<file path="src/rtl/mem_port_arbiter_pkg.sv">
// rtl/mem_port_arbiter_pkg.sv - shared state encoding and constants for the IF/MEM memory port arbiter
package mem_port_arbiter_pkg;

  // Arbiter FSM: idle, or owning the memory on behalf of fetch or data
  typedef enum logic [1:0] {
    IDLE    = 2'd0,
    IF_BUSY = 2'd1,
    DM_BUSY = 2'd2
  } arb_state_t;

  // addi x0, x0, 0 -- handed to the fetch stage when its access times out
  localparam logic [31:0] NOP_INSTR = 32'h0000_0013;

endpackage

</file>
<file path="src/rtl/mem_watchdog.sv">
// rtl/mem_watchdog.sv - busy-cycle counter that flags a memory transaction stuck for TIMEOUT cycles
module mem_watchdog #(
  parameter int TIMEOUT = 64
) (
  input  logic clk,
  input  logic rst,
  input  logic clear,
  input  logic enable,
  output logic expire
);

  localparam int CW = (TIMEOUT > 2) ? $clog2(TIMEOUT) : 1;

  logic [CW-1:0] cnt;

  // Counter value n means this is the (n+1)th busy cycle without a response
  assign expire = enable & (cnt == CW'(TIMEOUT - 1));

  // Count stalled busy cycles; restart on any completion, abort or idle cycle
  always_ff @(posedge clk) begin
    if (rst || clear || expire) begin
      cnt <= '0;
    end else if (enable) begin
      cnt <= cnt + CW'(1);
    end
  end

endmodule

</file>
<file path="src/rtl/mem_port_arbiter.sv">
// rtl/mem_port_arbiter.sv - shares one variable-latency memory port between the fetch and data stages
module mem_port_arbiter
  import mem_port_arbiter_pkg::*;
#(
  parameter int ADDR_W      = 32,
  parameter int DATA_W      = 32,
  parameter int MAX_DGRANTS = 4,
  parameter int TIMEOUT     = 64
) (
  input  logic              clk,
  input  logic              rst,
  input  logic              if_req,
  input  logic [ADDR_W-1:0] if_addr,
  input  logic              flush_if,
  output logic [DATA_W-1:0] if_rdata,
  output logic              if_valid,
  output logic              stall_if,
  input  logic              dm_req,
  input  logic              dm_we,
  input  logic [ADDR_W-1:0] dm_addr,
  input  logic [DATA_W-1:0] dm_wdata,
  output logic [DATA_W-1:0] dm_rdata,
  output logic              dm_valid,
  output logic              stall_mem,
  output logic              mem_req,
  output logic              mem_we,
  output logic [ADDR_W-1:0] mem_addr,
  output logic [DATA_W-1:0] mem_wdata,
  input  logic [DATA_W-1:0] mem_rdata,
  input  logic              mem_ready,
  output logic              err
);

  localparam int SW = $clog2(MAX_DGRANTS + 1);

  arb_state_t    state;
  arb_state_t    next_state;
  logic          busy;
  logic          expire;
  logic          xact_done;
  logic          if_done;
  logic          dm_done;
  logic          arb_point;
  logic          if_elig;
  logic          dm_elig;
  logic          grant_if;
  logic          grant_dm;
  logic          drop;
  logic [SW-1:0] dm_streak;

  assign busy      = (state != IDLE);
  assign xact_done = busy & (mem_ready | expire);
  assign if_done   = xact_done & (state == IF_BUSY);
  assign dm_done   = xact_done & (state == DM_BUSY);
  assign arb_point = ~busy | xact_done;

  // A request still showing its valid strobe is the one just served, not a new one
  assign if_elig = if_req & ~if_valid & ~flush_if & ~if_done;
  assign dm_elig = dm_req & ~dm_valid & ~dm_done;

  assign stall_if  = if_req & ~if_valid;
  assign stall_mem = dm_req & ~dm_valid;

  mem_watchdog #(
    .TIMEOUT(TIMEOUT)
  ) u_watchdog (
    .clk   (clk),
    .rst   (rst),
    .clear (~busy | mem_ready),
    .enable(busy & ~mem_ready),
    .expire(expire)
  );

  // FSM state register
  always_ff @(posedge clk) begin
    if (rst) begin
      state <= IDLE;
    end else begin
      state <= next_state;
    end
  end

  // Arbitration: data wins ties unless the waiting fetch has hit its streak limit
  always_comb begin
    next_state = state;
    grant_if   = 1'b0;
    grant_dm   = 1'b0;
    if (arb_point) begin
      if (if_elig && (!dm_elig || dm_streak == SW'(MAX_DGRANTS))) begin
        grant_if   = 1'b1;
        next_state = IF_BUSY;
      end else if (dm_elig) begin
        grant_dm   = 1'b1;
        next_state = DM_BUSY;
      end else begin
        next_state = IDLE;
      end
    end
  end

  // Memory-side request registers, held stable for the whole transaction
  always_ff @(posedge clk) begin
    if (rst) begin
      mem_req   <= 1'b0;
      mem_we    <= 1'b0;
      mem_addr  <= '0;
      mem_wdata <= '0;
    end else if (grant_if) begin
      mem_req   <= 1'b1;
      mem_we    <= 1'b0;
      mem_addr  <= if_addr;
      mem_wdata <= '0;
    end else if (grant_dm) begin
      mem_req   <= 1'b1;
      mem_we    <= dm_we;
      mem_addr  <= dm_addr;
      mem_wdata <= dm_wdata;
    end else if (arb_point) begin
      mem_req <= 1'b0;
      mem_we  <= 1'b0;
    end
  end

  // Fetch response: one-cycle strobe unless the fetch was flushed while in flight
  always_ff @(posedge clk) begin
    if (rst) begin
      if_valid <= 1'b0;
      if_rdata <= '0;
    end else begin
      if_valid <= 1'b0;
      if (if_done && !(drop || flush_if)) begin
        if_valid <= 1'b1;
        if_rdata <= expire ? DATA_W'(NOP_INSTR) : mem_rdata;
      end
    end
  end

  // Data response: stores and aborted accesses return zero
  always_ff @(posedge clk) begin
    if (rst) begin
      dm_valid <= 1'b0;
      dm_rdata <= '0;
    end else begin
      dm_valid <= 1'b0;
      if (dm_done) begin
        dm_valid <= 1'b1;
        dm_rdata <= (expire || mem_we) ? '0 : mem_rdata;
      end
    end
  end

  // Drop flag for a redirected fetch; sticky timeout error
  always_ff @(posedge clk) begin
    if (rst) begin
      drop <= 1'b0;
      err  <= 1'b0;
    end else begin
      if (if_done) begin
        drop <= 1'b0;
      end else if (state == IF_BUSY && flush_if) begin
        drop <= 1'b1;
      end
      if (expire) begin
        err <= 1'b1;
      end
    end
  end

  // Consecutive data grants taken while a fetch is requesting
  always_ff @(posedge clk) begin
    if (rst || !if_req || grant_if) begin
      dm_streak <= '0;
    end else if (grant_dm && dm_streak != SW'(MAX_DGRANTS)) begin
      dm_streak <= dm_streak + SW'(1);
    end
  end

endmodule

</file>
<file path="config.mk">
export PLATFORM = sky130hd
export DESIGN_NAME = mem_port_arbiter
export DESIGN_NICKNAME = d
export VERILOG_FILES = /design/src/rtl/mem_port_arbiter_pkg.sv /design/src/rtl/mem_watchdog.sv /design/src/rtl/mem_port_arbiter.sv
export SDC_FILE = /design/constraint.sdc
export NUM_CORES = 1
export LEC_CHECK = 0
export BUFFER_PORTS_ARGS = -buffer_cell sky130_fd_sc_hd__buf_2
export CORE_ASPECT_RATIO = 2
export CORE_MARGIN = 8
export CORE_UTILIZATION = 35
export DETAILED_ROUTE_END_ITERATION = 7
export PLACE_DENSITY = 0.69
export SETUP_SLACK_MARGIN = 0.2
export SYNTH_ARGS = -nofsm -noshare
export SYNTH_HDL_FRONTEND = slang
export SYNTH_HIERARCHICAL = 1
export SYNTH_SLANG_ARGS = --single-unit
</file>
<file path="constraint.sdc">
create_clock -name clk -period 5.5 [get_ports clk]
set_clock_uncertainty 0.2 [all_clocks]
set_input_delay 1.1 -clock clk [delete_from_list [all_inputs] [get_ports clk]]
set_output_delay 1.1 -clock clk [all_outputs]
set_load 0.02 [all_outputs]
</file>
==> results of run 1 <==
==> kinds of logic after synthesis <==
group	after synthesis	synth area share [%]
AND/OR/NAND/NOR	220	22.04
multiplexers	2	0.3203
XOR/XNOR	5	0.7007
adder cells (fa/ha/maj)	3	0.6005
flip-flops	145	46.44
buffers and inverters	112	7.726
AO/OA/AOI/OAI	174	22.18
==> layer usage <==
layer	global-route usage, %	vias to the layer above	part of all wire [%]
li1	-	2951	-
met1	22.18	2908	45
met2	25.95	320	44
met3	6.010	21	9.2
met4	5.925	2	1.4
met5	0	-	0.040
==> final timing paths <==
| path | startpoint | to | slack, ps | cells past startpoint |
|---|---|---|---|---|
| setup reg to reg | state[1] | mem_wdata[21] | 1980 | 10 |
| hold reg to reg | dm_rdata[24] | dm_rdata[24] | 250 | 2 |
| hold / removal | dm_rdata[24] | dm_rdata[24] | 250 | 2 |
| setup / recovery | mem_ready | mem_wdata[21] | 1600 | 10 |
==> flip-flops by register name (all words and copies together) (netlist names) <==
name / cells
dm_rdata: 32
dm_streak: 3
dm_valid: 1
drop: 1
err: 1
if_rdata: 32
if_valid: 1
mem_addr: 32
mem_req: 1
mem_wdata: 32
mem_we: 1
state: 2
u_watchdog/cnt: 6
==> worst register-to-register path, cell delays in order, from the launching register on <==
cell                       delay, ps
sky130_fd_sc_hd__dfxtp_1         390
sky130_fd_sc_hd__or2_2           140
sky130_fd_sc_hd__nand2b_1        110
sky130_fd_sc_hd__inv_1           200
sky130_fd_sc_hd__nand3_1         120
sky130_fd_sc_hd__nor2_1          110
sky130_fd_sc_hd__buf_4           190
sky130_fd_sc_hd__or3b_4          170
sky130_fd_sc_hd__nand3_2         510
sky130_fd_sc_hd__a21oi_4        1030
sky130_fd_sc_hd__o41ai_1         190
==> Yosys cell counts (10+ instances only) <==
master,instances,area share (%)
sky130_fd_sc_hd__o41ai_2,12,3.1
sky130_fd_sc_hd__nor2_1,17,1.0
sky130_fd_sc_hd__nor3_1,10,0.80
sky130_fd_sc_hd__nand2_1,34,2.0
sky130_fd_sc_hd__nand3_1,66,5.3
sky130_fd_sc_hd__nand4b_1,64,9.0
sky130_fd_sc_hd__a31oi_1,32,3.2
sky130_fd_sc_hd__buf_2,11,0.88
sky130_fd_sc_hd__o41ai_1,20,2.8
sky130_fd_sc_hd__clkbuf_1,53,3.2
sky130_fd_sc_hd__a21oi_1,38,3.0
sky130_fd_sc_hd__o311ai_0,32,4.5
sky130_fd_sc_hd__a22o_1,29,4.1
sky130_fd_sc_hd__inv_1,35,2.1
sky130_fd_sc_hd__dfxtp_1,145,46
==> power groups by stage <==
stage          sequential (uW)  clock [uW]  combinational (uW)
3_3_place_gp              1150           0                 379
6_report                  1130        1230                 383
2_1_floorplan             1210           0                 180
5_1_grt                   1130        1300                 419
3_5_place_dp              1150           0                 386
4_1_cts                   1130        1260                 386
==> metrics by stage <==
step | setup WS (ps) | utilization [%] | hold WS [ps] | cells
final | 1602 | 46.92 | 248.4 | 1110
after global routing | 1344 | 46.91 | 266.6 | 1109
after CTS | 1630 | 46.91 | 251.4 | 1109
after detailed placement | 1207 | 43.37 | 242.8 | 1079
after global placement | 1346 | 43.37 | 236.5 | 1079
after floorplan | 2329 | - | 258.4 | 661
==> area by class of cell <==
| cell class | count | area, sq um |
|---|---|---|
| clock buffers | 18 | 439.2 |
| well taps | 213 | 266.5 |
| diodes | 1 | 2.502 |
| fillers | 1726 | 9348 |
| multi-input cells | 404 | 2892 |
| clock inverters | 12 | 183.9 |
| flip-flops and latches | 145 | 2903 |
| repair buffers | 282 | 1446 |
| inverters | 35 | 131.4 |
==> tab_implementation.tex, run 1 <==
\begin{tabular}{lr}
\hline
Metric & Value \\
\hline
\multicolumn{2}{l}{\textbf{Timing}} \\
Worst-Margin Slew & 1046 ps \\
Max-slew violations & 0 \\
Fmax & 256.6 MHz \\
Final critical-path required period & 3898 ps \\
Relative slew slack & 30.13\% \\
Setup repair after global routing missed its margin & no \\
Total of endpoints with negative setup slack in the final report & 0 \\
Total negative slack & 0 ps \\
Final clock period utilization by the worst path & 70.87\% \\
Count of final hold-check violations & 0 \\
\multicolumn{2}{l}{\textbf{Cells and area}} \\
Layout overhead on the synthesized area & 32.21\% \\
Fin area & 8264 sq um \\
Leading cell type in the layout, fill and taps excluded & sky130\_fd\_sc\_hd\_\_buf\_2 \\
Layout cells sized above 1 & 38.39\% \\
Number of nets in the layout & 1023 \\
Most used cells in the layout excluding fill and tap cells & 268 x sky130\_fd\_sc\_hd\_\_buf\_2, 145 x sky130\_fd\_sc\_hd\_\_dfxtp\_1, 66 x sky130\_fd\_sc\_hd\_\_nand3\_1 \\
\multicolumn{2}{l}{\textbf{Setup path}} \\
Worst Setup Path Type & primary input to flip-flop \\
Total buffers and inverters traversed by the critical path & 3 \\
Highest net fanout along the worst path & 33 \\
Capturing element type of the critical path & flip-flop \\
Critical-path top delay cell & sky130\_fd\_sc\_hd\_\_a21oi\_4 \\
CP arrival & 3950 ps \\
Max incr delay on CP & 1030 ps \\
Critical Path, Cell by Cell & buf\_2 -> nand2b\_1 -> inv\_1 -> nand3\_1 -> nor2\_1 -> buf\_4 -> or3b\_4 -> nand3\_2 -> a21oi\_4 -> o41ai\_1 \\
Required arrival time at the worst endpoint & 5550 ps \\
Critical path launch point type & primary input \\
CP top delay family & compound AO/OA/AOI/OAI gates \\
\multicolumn{2}{l}{\textbf{Placement}} \\
Total of buffers placed on input and output ports & 269 \\
Routability congestion estimate & 0.7797 \\
Post-DP HPWL & 13.77 mm \\
Placed Instance Area & 7639 sq um \\
\multicolumn{2}{l}{\textbf{GRT}} \\
Via count of the first global-routing pass & 6251 \\
Total congestion overflow after global routing & 0 \\
Maximum number of pins on one net before global-route repair & 81 \\
First-pass GRT wire length & 32.60 mm \\
Total GRT Usage & 17.19\% \\
Number of antenna violations at the first check in global routing & 2 \\
\multicolumn{2}{l}{\textbf{Power}} \\
Cell internal power dissipation & 2009 uW \\
Comb power frac & 14.0\% \\
Register share of total power & 41.2\% \\
Fraction of power spent switching nets & 26.63\% \\
Max VDD drop & 0.1971 mV \\
Clock share of power & 44.8\% \\
Net Switching & 729.1 uW \\
Static Leak & 0.003546 uW \\
Total Power Consumption & 2738 uW \\
PwrDens & 331.3 nW/um\^{}2 \\
\multicolumn{2}{l}{\textbf{Floorplanning}} \\
I/O pin total & 270 \\
FP Rows & 69 \\
Die Footprint & 22650 sq um \\
X dimension of the die & 110.5 microns \\
Effective utilization at floorplan & 35.49\% \\
Die height & 205.0 microns \\
Area inside the core boundary & 17610 sq um \\
\multicolumn{2}{l}{\textbf{Worst hold path}} \\
Hold/Removal Path Class & flip-flop to flip-flop \\
\multicolumn{2}{l}{\textbf{Clocking}} \\
Count of cells resized by post-cts repair & 0 \\
Clock Root Buffer & sky130\_fd\_sc\_hd\_\_clkbuf\_16 \\
Inserted Clock Buffers & 17 \\
Clock Sinks & 145 \\
Deepest clock path buffer count & 2 \\
\# H-tree levels & 4 \\
Clock tree from TritonCTS & yes \\
Worst-path clk slew & 60 ps \\
Hold-fix buffer count after cts & 0 \\
Buffers inserted during post-CTS setup optimization & 0 \\
Source-to-sink clock delay at the later pin of the worst-skew pair & 410 ps \\
\multicolumn{2}{l}{\textbf{Detailed routing}} \\
Routed wire length & 20.16 mm \\
Average wire per standard cell & 18.16 microns \\
Via density per instance & 5.587 \\
Remaining number of nets flagged by the antenna check after routing & 0 \\
Violation count after the first detailed-route iteration & 367 \\
Count of unresolved DRC violations after routing & 0 \\
Number of vias in the routed layout & 6202 \\
1st-pass router iterations & 5 \\
\multicolumn{2}{l}{\textbf{Yosys}} \\
FF+latch count, synth & 145 \\
Count of flip-flops with a built-in enable after synthesis & 0 \\
Cell Area, Synth & 6251 sq um \\
Count of warnings emitted by yosys & 6 \\
Gate count after technology mapping & 661 \\
Synthesized area per cell & 9.457 sq um \\
Total nets after synthesis & 799 \\
Post-synth ARST share & 0\% \\
Flip-flop cell with the highest count after synthesis & sky130\_fd\_sc\_hd\_\_dfxtp\_1 \\
Part of the Yosys area used for sequential elements & 46.44\% \\
Distinct cell type count after synthesis & 51 \\
\multicolumn{2}{l}{\textbf{Job}} \\
Number of max-capacitance violations reported & 0 \\
\multicolumn{2}{l}{\textbf{Outcome}} \\
Status & completed \\
\hline
\end{tabular}
(Power assumes the default switching activity.)
==> run 2, diff against run 1 <==
- PLACE_DENSITY: 0.69 -> 0.71
- clock period: 5.5 -> 3.15 ns (I/O delays scaled with it)
==> tab_implementation.tex, run 2 (synthesis results as in run 1) <==
\begin{tabular}{lr}
\hline
Metric & Value \\
\hline
\multicolumn{2}{l}{\textbf{Outcome}} \\
Status & completed (unchanged) \\
\multicolumn{2}{l}{\textbf{Clocking}} \\
Buffers inserted during post-CTS setup optimization & 0 (unchanged) \\
Clock Root Buffer & sky130\_fd\_sc\_hd\_\_clkbuf\_16 (unchanged) \\
Source-to-sink clock delay at the later pin of the worst-skew pair & 420 ps (was 410 ps) \\
Deepest clock path buffer count & 2 (unchanged) \\
Clock Sinks & 145 (unchanged) \\
Clock tree from TritonCTS & yes (unchanged) \\
\# H-tree levels & 4 (unchanged) \\
Inserted Clock Buffers & 17 (unchanged) \\
Worst-path clk slew & 70 ps (was 60 ps) \\
\multicolumn{2}{l}{\textbf{Power}} \\
Register share of total power & 41.6\% (was 41.2\%) \\
Max VDD drop & 0.2718 mV (was 0.1971 mV) \\
Cell internal power dissipation & 3446 uW (was 2009 uW) \\
Static Leak & 0.003616 uW (was 0.003546 uW) \\
PwrDens & 563.1 nW/um\^{}2 (was 331.3 nW/um\^{}2) \\
Fraction of power spent switching nets & 27.31\% (was 26.63\%) \\
Comb power frac & 14.9\% (was 14.0\%) \\
Clock share of power & 43.6\% (was 44.8\%) \\
Net Switching & 1295 uW (was 729.1 uW) \\
\multicolumn{2}{l}{\textbf{Setup path}} \\
CP arrival & 2800 ps (was 3950 ps) \\
Critical path launch point type & flip-flop (was primary input) \\
Highest net fanout along the worst path & 33 (unchanged) \\
Capturing element type of the critical path & flip-flop (unchanged) \\
Worst setup startpoint & state[1] (was mem\_ready) \\
Worst Setup Path Type & flip-flop to flip-flop (was primary input to flip-flop) \\
Source of the worst register-to-register timing path & state[1] (unchanged) \\
Required arrival time at the worst endpoint & 3240 ps (was 5550 ps) \\
\multicolumn{2}{l}{\textbf{Timing}} \\
Max-slew violations & 0 (unchanged) \\
Worst-Margin Slew & 588.5 ps (was 1046 ps) \\
Worst setup margin & 443.8 ps (was 1602 ps) \\
Total negative slack & 0 ps (unchanged) \\
Count of final hold-check violations & 0 (unchanged) \\
Setup repair after global routing missed its margin & no (unchanged) \\
Relative slew slack & 60.76\% (was 30.13\%) \\
Fmax & 369.5 MHz \\
Final clock period utilization by the worst path & 85.91\% \\
Tightest hold margin & 243.4 ps (was 248.4 ps) \\
Total of endpoints with negative setup slack in the final report & 0 (unchanged) \\
Final critical-path required period & 2706 ps \\
\multicolumn{2}{l}{\textbf{Cells and area}} \\
Fin area & 8419 sq um (was 8264 sq um) \\
Layout cells sized above 1 & 38.96\% (was 38.39\%) \\
Layout overhead on the synthesized area & 34.69\% (was 32.21\%) \\
Number of nets in the layout & 1032 (was 1023) \\
Leading cell type in the layout, fill and taps excluded & sky130\_fd\_sc\_hd\_\_buf\_2 (unchanged) \\
Most used cells in the layout excluding fill and tap cells & 268 x sky130\_fd\_sc\_hd\_\_buf\_2, 145 x sky130\_fd\_sc\_hd\_\_dfxtp\_1, 66 x sky130\_fd\_sc\_hd\_\_nand3\_1 (unchanged) \\
Final cell count without fillers & 1120 (was 1110) \\
\multicolumn{2}{l}{\textbf{Floorplanning}} \\
Effective utilization at floorplan & 35.49\% (unchanged) \\
Die height & 205.0 microns (unchanged) \\
X dimension of the die & 110.5 microns (unchanged) \\
I/O pin total & 270 (unchanged) \\
Area inside the core boundary & 17610 sq um (unchanged) \\
Die Footprint & 22650 sq um (unchanged) \\
FP Rows & 69 (unchanged) \\
\multicolumn{2}{l}{\textbf{Detailed routing}} \\
Average wire per standard cell & 18.23 microns (was 18.16 microns) \\
1st-pass router iterations & 5 (unchanged) \\
Count of unresolved DRC violations after routing & 0 (unchanged) \\
Violation count after the first detailed-route iteration & 377 (was 367) \\
Via density per instance & 5.634 (was 5.587) \\
Routed wire length & 20.42 mm (was 20.16 mm) \\
Remaining number of nets flagged by the antenna check after routing & 0 (unchanged) \\
Number of vias in the routed layout & 6310 (was 6202) \\
\multicolumn{2}{l}{\textbf{Placement}} \\
Number of instances in the placed design & 1087 (was 1079) \\
Total of buffers placed on input and output ports & 269 (unchanged) \\
Worst slack at placement & 190.0 ps (was 1207 ps) \\
Routability congestion estimate & 0.7596 (was 0.7797) \\
Placed Instance Area & 7799 sq um (was 7639 sq um) \\
Post-DP HPWL & 14.19 mm (was 13.77 mm) \\
\multicolumn{2}{l}{\textbf{GRT}} \\
Via count of the first global-routing pass & 6255 (was 6251) \\
Total congestion overflow after global routing & 0 (unchanged) \\
Total GRT Usage & 17.02\% (was 17.19\%) \\
First-pass GRT wire length & 32.27 mm (was 32.60 mm) \\
Number of antenna violations at the first check in global routing & 3 (was 2) \\
Maximum number of pins on one net before global-route repair & 69 (was 81) \\
\multicolumn{2}{l}{\textbf{Worst hold path}} \\
Worst hold path startpoint & mem\_rdata[28] (was dm\_rdata[24]) \\
Hold/Removal Path Class & primary input to flip-flop (was flip-flop to flip-flop) \\
\multicolumn{2}{l}{\textbf{Job}} \\
Number of max-capacitance violations reported & 0 (unchanged) \\
\hline
\end{tabular}
-- run 2: cell types whose count changed in the layout (fill, tap and decap cells not counted), sizes merged --
cell / delta
inv: +2
and2: +1
bufinv: -1
buf: +8
-- run 2: critical path, stage by stage (launching register included) --
cell and delay (ps):
sky130_fd_sc_hd__dfxtp_1 340, sky130_fd_sc_hd__or2_2 350, sky130_fd_sc_hd__nand2b_1 150, sky130_fd_sc_hd__inv_1 80, sky130_fd_sc_hd__nand3_1 100, sky130_fd_sc_hd__nor2_1 110, sky130_fd_sc_hd__or3b_4 440, sky130_fd_sc_hd__and3_2 270
sky130_fd_sc_hd__buf_4 250, sky130_fd_sc_hd__nand4b_1 190, sky130_fd_sc_hd__o41ai_2 90
-- run 2: power groups by stage --
| stage | Clock (uW) | Sequential [uW] | Combinational, uW |
|---|---|---|---|
| 6_report | 2070 | 1970 | 704 |
| 5_1_grt | 2190 | 1980 | 764 |
| 4_1_cts | 2120 | 1970 | 703 |
| 3_5_place_dp | 0 | 2010 | 702 |
| 3_3_place_gp | 0 | 2010 | 689 |
| 2_1_floorplan | 0 | 2110 | 314 |
-- run 2: path summary, 6_finish.rpt --
kind	to	depth (start not counted)	slack, ps
setup / recovery	mem_wdata[16]	10	440
hold / removal	if_rdata[28]	2	240
setup reg to reg	mem_wdata[16]	10	440
hold reg to reg	dm_rdata[15]	2	250
-- run 2: layout make-up --
| class | instances | area, sq um |
|---|---|---|
| flip-flops and latches | 145 | 2903 |
| multi-input cells | 405 | 2899 |
| clock buffers | 18 | 429.2 |
| fillers | 1693 | 9193 |
| clock inverters | 13 | 177.7 |
| well taps | 213 | 266.5 |
| repair buffers | 290 | 1610 |
| diodes | 1 | 2.502 |
| inverters | 35 | 131.4 |
-- run 2: stage by stage --
stage | util (%) | power (uW)
after global placement | 44.28 | 2697
final | 47.80 | 4741
after CTS | 47.73 | 4790
after detailed placement | 44.28 | 2711
after global routing | 47.80 | 4940
after floorplan | - | 2423
-- run 2: per-layer routing --
layer | track usage, % | wire length [microns]
met5 | 0 | 25
met4 | 6.022 | 302
met3 | 6.332 | 1880
met2 | 25.67 | 9213
met1 | 21.68 | 8992
-- run 2: repair_timing --
action | 4_1_cts | 5_1_grt
endpoints found under the setup margin | 0 | 7
gates resized for setup | 0 | 1
hold buffers | 0 | 0
hold endpoints to repair | 0 | 0
==> run 3, diff against run 2 <==
- PLACE_DENSITY: 0.71 -> 0.69
- clock period: 3.15 -> 3.27 ns (I/O delays scaled with it)
==> tab_implementation.tex, run 3 (synthesis results as in run 1) <==
\begin{tabular}{lr}
\hline
Metric & Value \\
\hline
\multicolumn{2}{l}{\textbf{Outcome}} \\
Status & completed (unchanged) \\
\multicolumn{2}{l}{\textbf{Detailed routing}} \\
1st-pass router iterations & 5 (unchanged) \\
Violation count after the first detailed-route iteration & 383 (was 377) \\
Via density per instance & 5.614 (was 5.634) \\
Count of unresolved DRC violations after routing & 0 (unchanged) \\
Number of vias in the routed layout & 6293 (was 6310) \\
Routed wire length & 20.75 mm (was 20.42 mm) \\
Remaining number of nets flagged by the antenna check after routing & 0 (unchanged) \\
Average wire per standard cell & 18.51 microns (was 18.23 microns) \\
\multicolumn{2}{l}{\textbf{Cells and area}} \\
Leading cell type in the layout, fill and taps excluded & sky130\_fd\_sc\_hd\_\_buf\_2 (unchanged) \\
Layout overhead on the synthesized area & 34.17\% (was 34.69\%) \\
Fillers & 1713 (was 1693) \\
Number of nets in the layout & 1032 (unchanged) \\
Fin area & 8387 sq um (was 8419 sq um) \\
Layout cells sized above 1 & 38.92\% (was 38.96\%) \\
Most used cells in the layout excluding fill and tap cells & 268 x sky130\_fd\_sc\_hd\_\_buf\_2, 145 x sky130\_fd\_sc\_hd\_\_dfxtp\_1, 66 x sky130\_fd\_sc\_hd\_\_nand3\_1 (unchanged) \\
\multicolumn{2}{l}{\textbf{GRT}} \\
Via count of the first global-routing pass & 6373 (was 6255) \\
First-pass GRT wire length & 33.11 mm (was 32.27 mm) \\
Maximum number of pins on one net before global-route repair & 69 (unchanged) \\
Number of antenna violations at the first check in global routing & 2 (was 3) \\
Total GRT Usage & 17.50\% (was 17.02\%) \\
Total congestion overflow after global routing & 0 (unchanged) \\
\multicolumn{2}{l}{\textbf{Floorplanning}} \\
Area inside the core boundary & 17610 sq um (unchanged) \\
X dimension of the die & 110.5 microns (unchanged) \\
FP Rows & 69 (unchanged) \\
Effective utilization at floorplan & 35.49\% (unchanged) \\
I/O pin total & 270 (unchanged) \\
Die height & 205.0 microns (unchanged) \\
Die Footprint & 22650 sq um (unchanged) \\
\multicolumn{2}{l}{\textbf{Timing}} \\
Total of endpoints with negative setup slack in the final report & 0 (unchanged) \\
Fmax & 354.6 MHz (was 369.5 MHz) \\
Count of final hold-check violations & 0 (unchanged) \\
Tightest hold margin & 246.7 ps (was 243.4 ps) \\
Setup repair after global routing missed its margin & no (unchanged) \\
Total negative slack & 0 ps (unchanged) \\
Worst-Margin Slew & 578.8 ps (was 588.5 ps) \\
Worst setup margin & 450.0 ps (was 443.8 ps) \\
Max-slew violations & 0 (unchanged) \\
Final clock period utilization by the worst path & 86.24\% (was 85.91\%) \\
Final critical-path required period & 2820 ps (was 2706 ps) \\
Relative slew slack & 61.42\% (was 60.76\%) \\
\multicolumn{2}{l}{\textbf{Setup path}} \\
Capturing element type of the critical path & flip-flop (unchanged) \\
Critical Path, Cell by Cell & or2\_2 -> nand2b\_1 -> inv\_1 -> nand3\_1 -> nor2\_1 -> nor2\_4 -> buf\_4 -> and2\_4 -> nor3\_4 -> buf\_12 -> o41ai\_1 (was or2\_2 -> nand2b\_1 -> inv\_1 -> nand3\_1 -> nor2\_1 -> or3b\_4 -> and3\_2 -> buf\_4 -> nand4b\_1 -> o41ai\_2) \\
Worst Setup Path Type & flip-flop to flip-flop (unchanged) \\
Max incr delay on CP & 510 ps (was 440 ps) \\
Highest net fanout along the worst path & 68 (was 33) \\
CP arrival & 2910 ps (was 2800 ps) \\
Required arrival time at the worst endpoint & 3360 ps (was 3240 ps) \\
CP top delay family & simple AND/OR/NAND/NOR gates (unchanged) \\
Critical-path top delay cell & sky130\_fd\_sc\_hd\_\_and2\_4 (was sky130\_fd\_sc\_hd\_\_or3b\_4) \\
Critical path launch point type & flip-flop (unchanged) \\
Total buffers and inverters traversed by the critical path & 3 (was 2) \\
\multicolumn{2}{l}{\textbf{Clocking}} \\
\# H-tree levels & 4 (unchanged) \\
Deepest clock path buffer count & 2 (unchanged) \\
Clock Root Buffer & sky130\_fd\_sc\_hd\_\_clkbuf\_16 (unchanged) \\
Count of cells resized by post-cts repair & 0 (unchanged) \\
Source-to-sink clock delay at the later pin of the worst-skew pair & 410 ps (was 420 ps) \\
Clock tree from TritonCTS & yes (unchanged) \\
Buffers inserted during post-CTS setup optimization & 0 (unchanged) \\
Hold-fix buffer count after cts & 0 (unchanged) \\
Clock Sinks & 145 (unchanged) \\
Worst-path clk slew & 60 ps (was 70 ps) \\
Inserted Clock Buffers & 17 (unchanged) \\
\multicolumn{2}{l}{\textbf{Placement}} \\
Placed Instance Area & 7781 sq um (was 7799 sq um) \\
Routability congestion estimate & 0.7930 (was 0.7596) \\
Post-DP HPWL & 14.17 mm (was 14.19 mm) \\
Worst slack at placement & 268.2 ps (was 190.0 ps) \\
Total of buffers placed on input and output ports & 269 (unchanged) \\
\multicolumn{2}{l}{\textbf{Power}} \\
Static Leak & 0.003601 uW (was 0.003616 uW) \\
Max VDD drop & 0.3136 mV (was 0.2718 mV) \\
PwrDens & 544.7 nW/um\^{}2 (was 563.1 nW/um\^{}2) \\
\multicolumn{2}{l}{\textbf{Job}} \\
Number of max-capacitance violations reported & 0 (unchanged) \\
\multicolumn{2}{l}{\textbf{Worst hold path}} \\
Hold/Removal Path Class & flip-flop to flip-flop (was primary input to flip-flop) \\
\hline
\end{tabular}
run 3: metrics by stage:
stage	power (uW)	cells	utilization (%)
3_3_place_gp	2596	1088	44.18
6_report	4569	1121	47.62
4_1_cts	4633	1120	47.61
3_5_place_dp	2607	1088	44.18
2_1_floorplan	2334	661	-
5_1_grt	4766	1120	47.61
run 3: area by class of cell:
cell class	instances	area, sq um	area share, %
clock buffers	20	446.7	5.326
diodes	1	2.502	0.02984
inverters	35	131.4	1.566
flip-flops and latches	145	2903	34.61
repair buffers	291	1589	18.95
well taps	213	266.5	3.178
clock inverters	12	156.4	1.865
multi-input cells	404	2892	34.48
run 3: path summary, 6_finish.rpt:
kind | start | to | slack (ps) | cells after the start
worst max-delay path | state[1] | mem_wdata[24] | 450 | 11
worst min-delay path | dm_rdata[30] | dm_rdata[30] | 250 | 2
worst max register to register | state[1] | mem_wdata[24] | 450 | 11
worst min register to register | dm_rdata[30] | dm_rdata[30] | 250 | 2
run 3: worst register-to-register path: cells and delay by family (launching register included):
| family | cells | cell delay [ps] |
|---|---|---|
| DFF | 1 | 340 |
| AOI/OAI and AO/OA | 1 | 320 |
| and+or+nand+nor | 7 | 1400 |
| buffers and inverters | 3 | 440 |
run 3: power by group:
group / switching (uW) / total [uW] / internal, uW
Sequential: 44.9 / 1900 / 1850
Combinational: 424 / 671 / 247
Clock: 773 / 2000 / 1230
run 3: routing by layer:
layer	share of wire, %	track usage, %	vias up
li1	-	-	2975
met1	44	21.58	2986
met2	46	27.21	308
met3	9.4	6.538	22
met4	1.4	6.265	2
met5	0.039	0	-
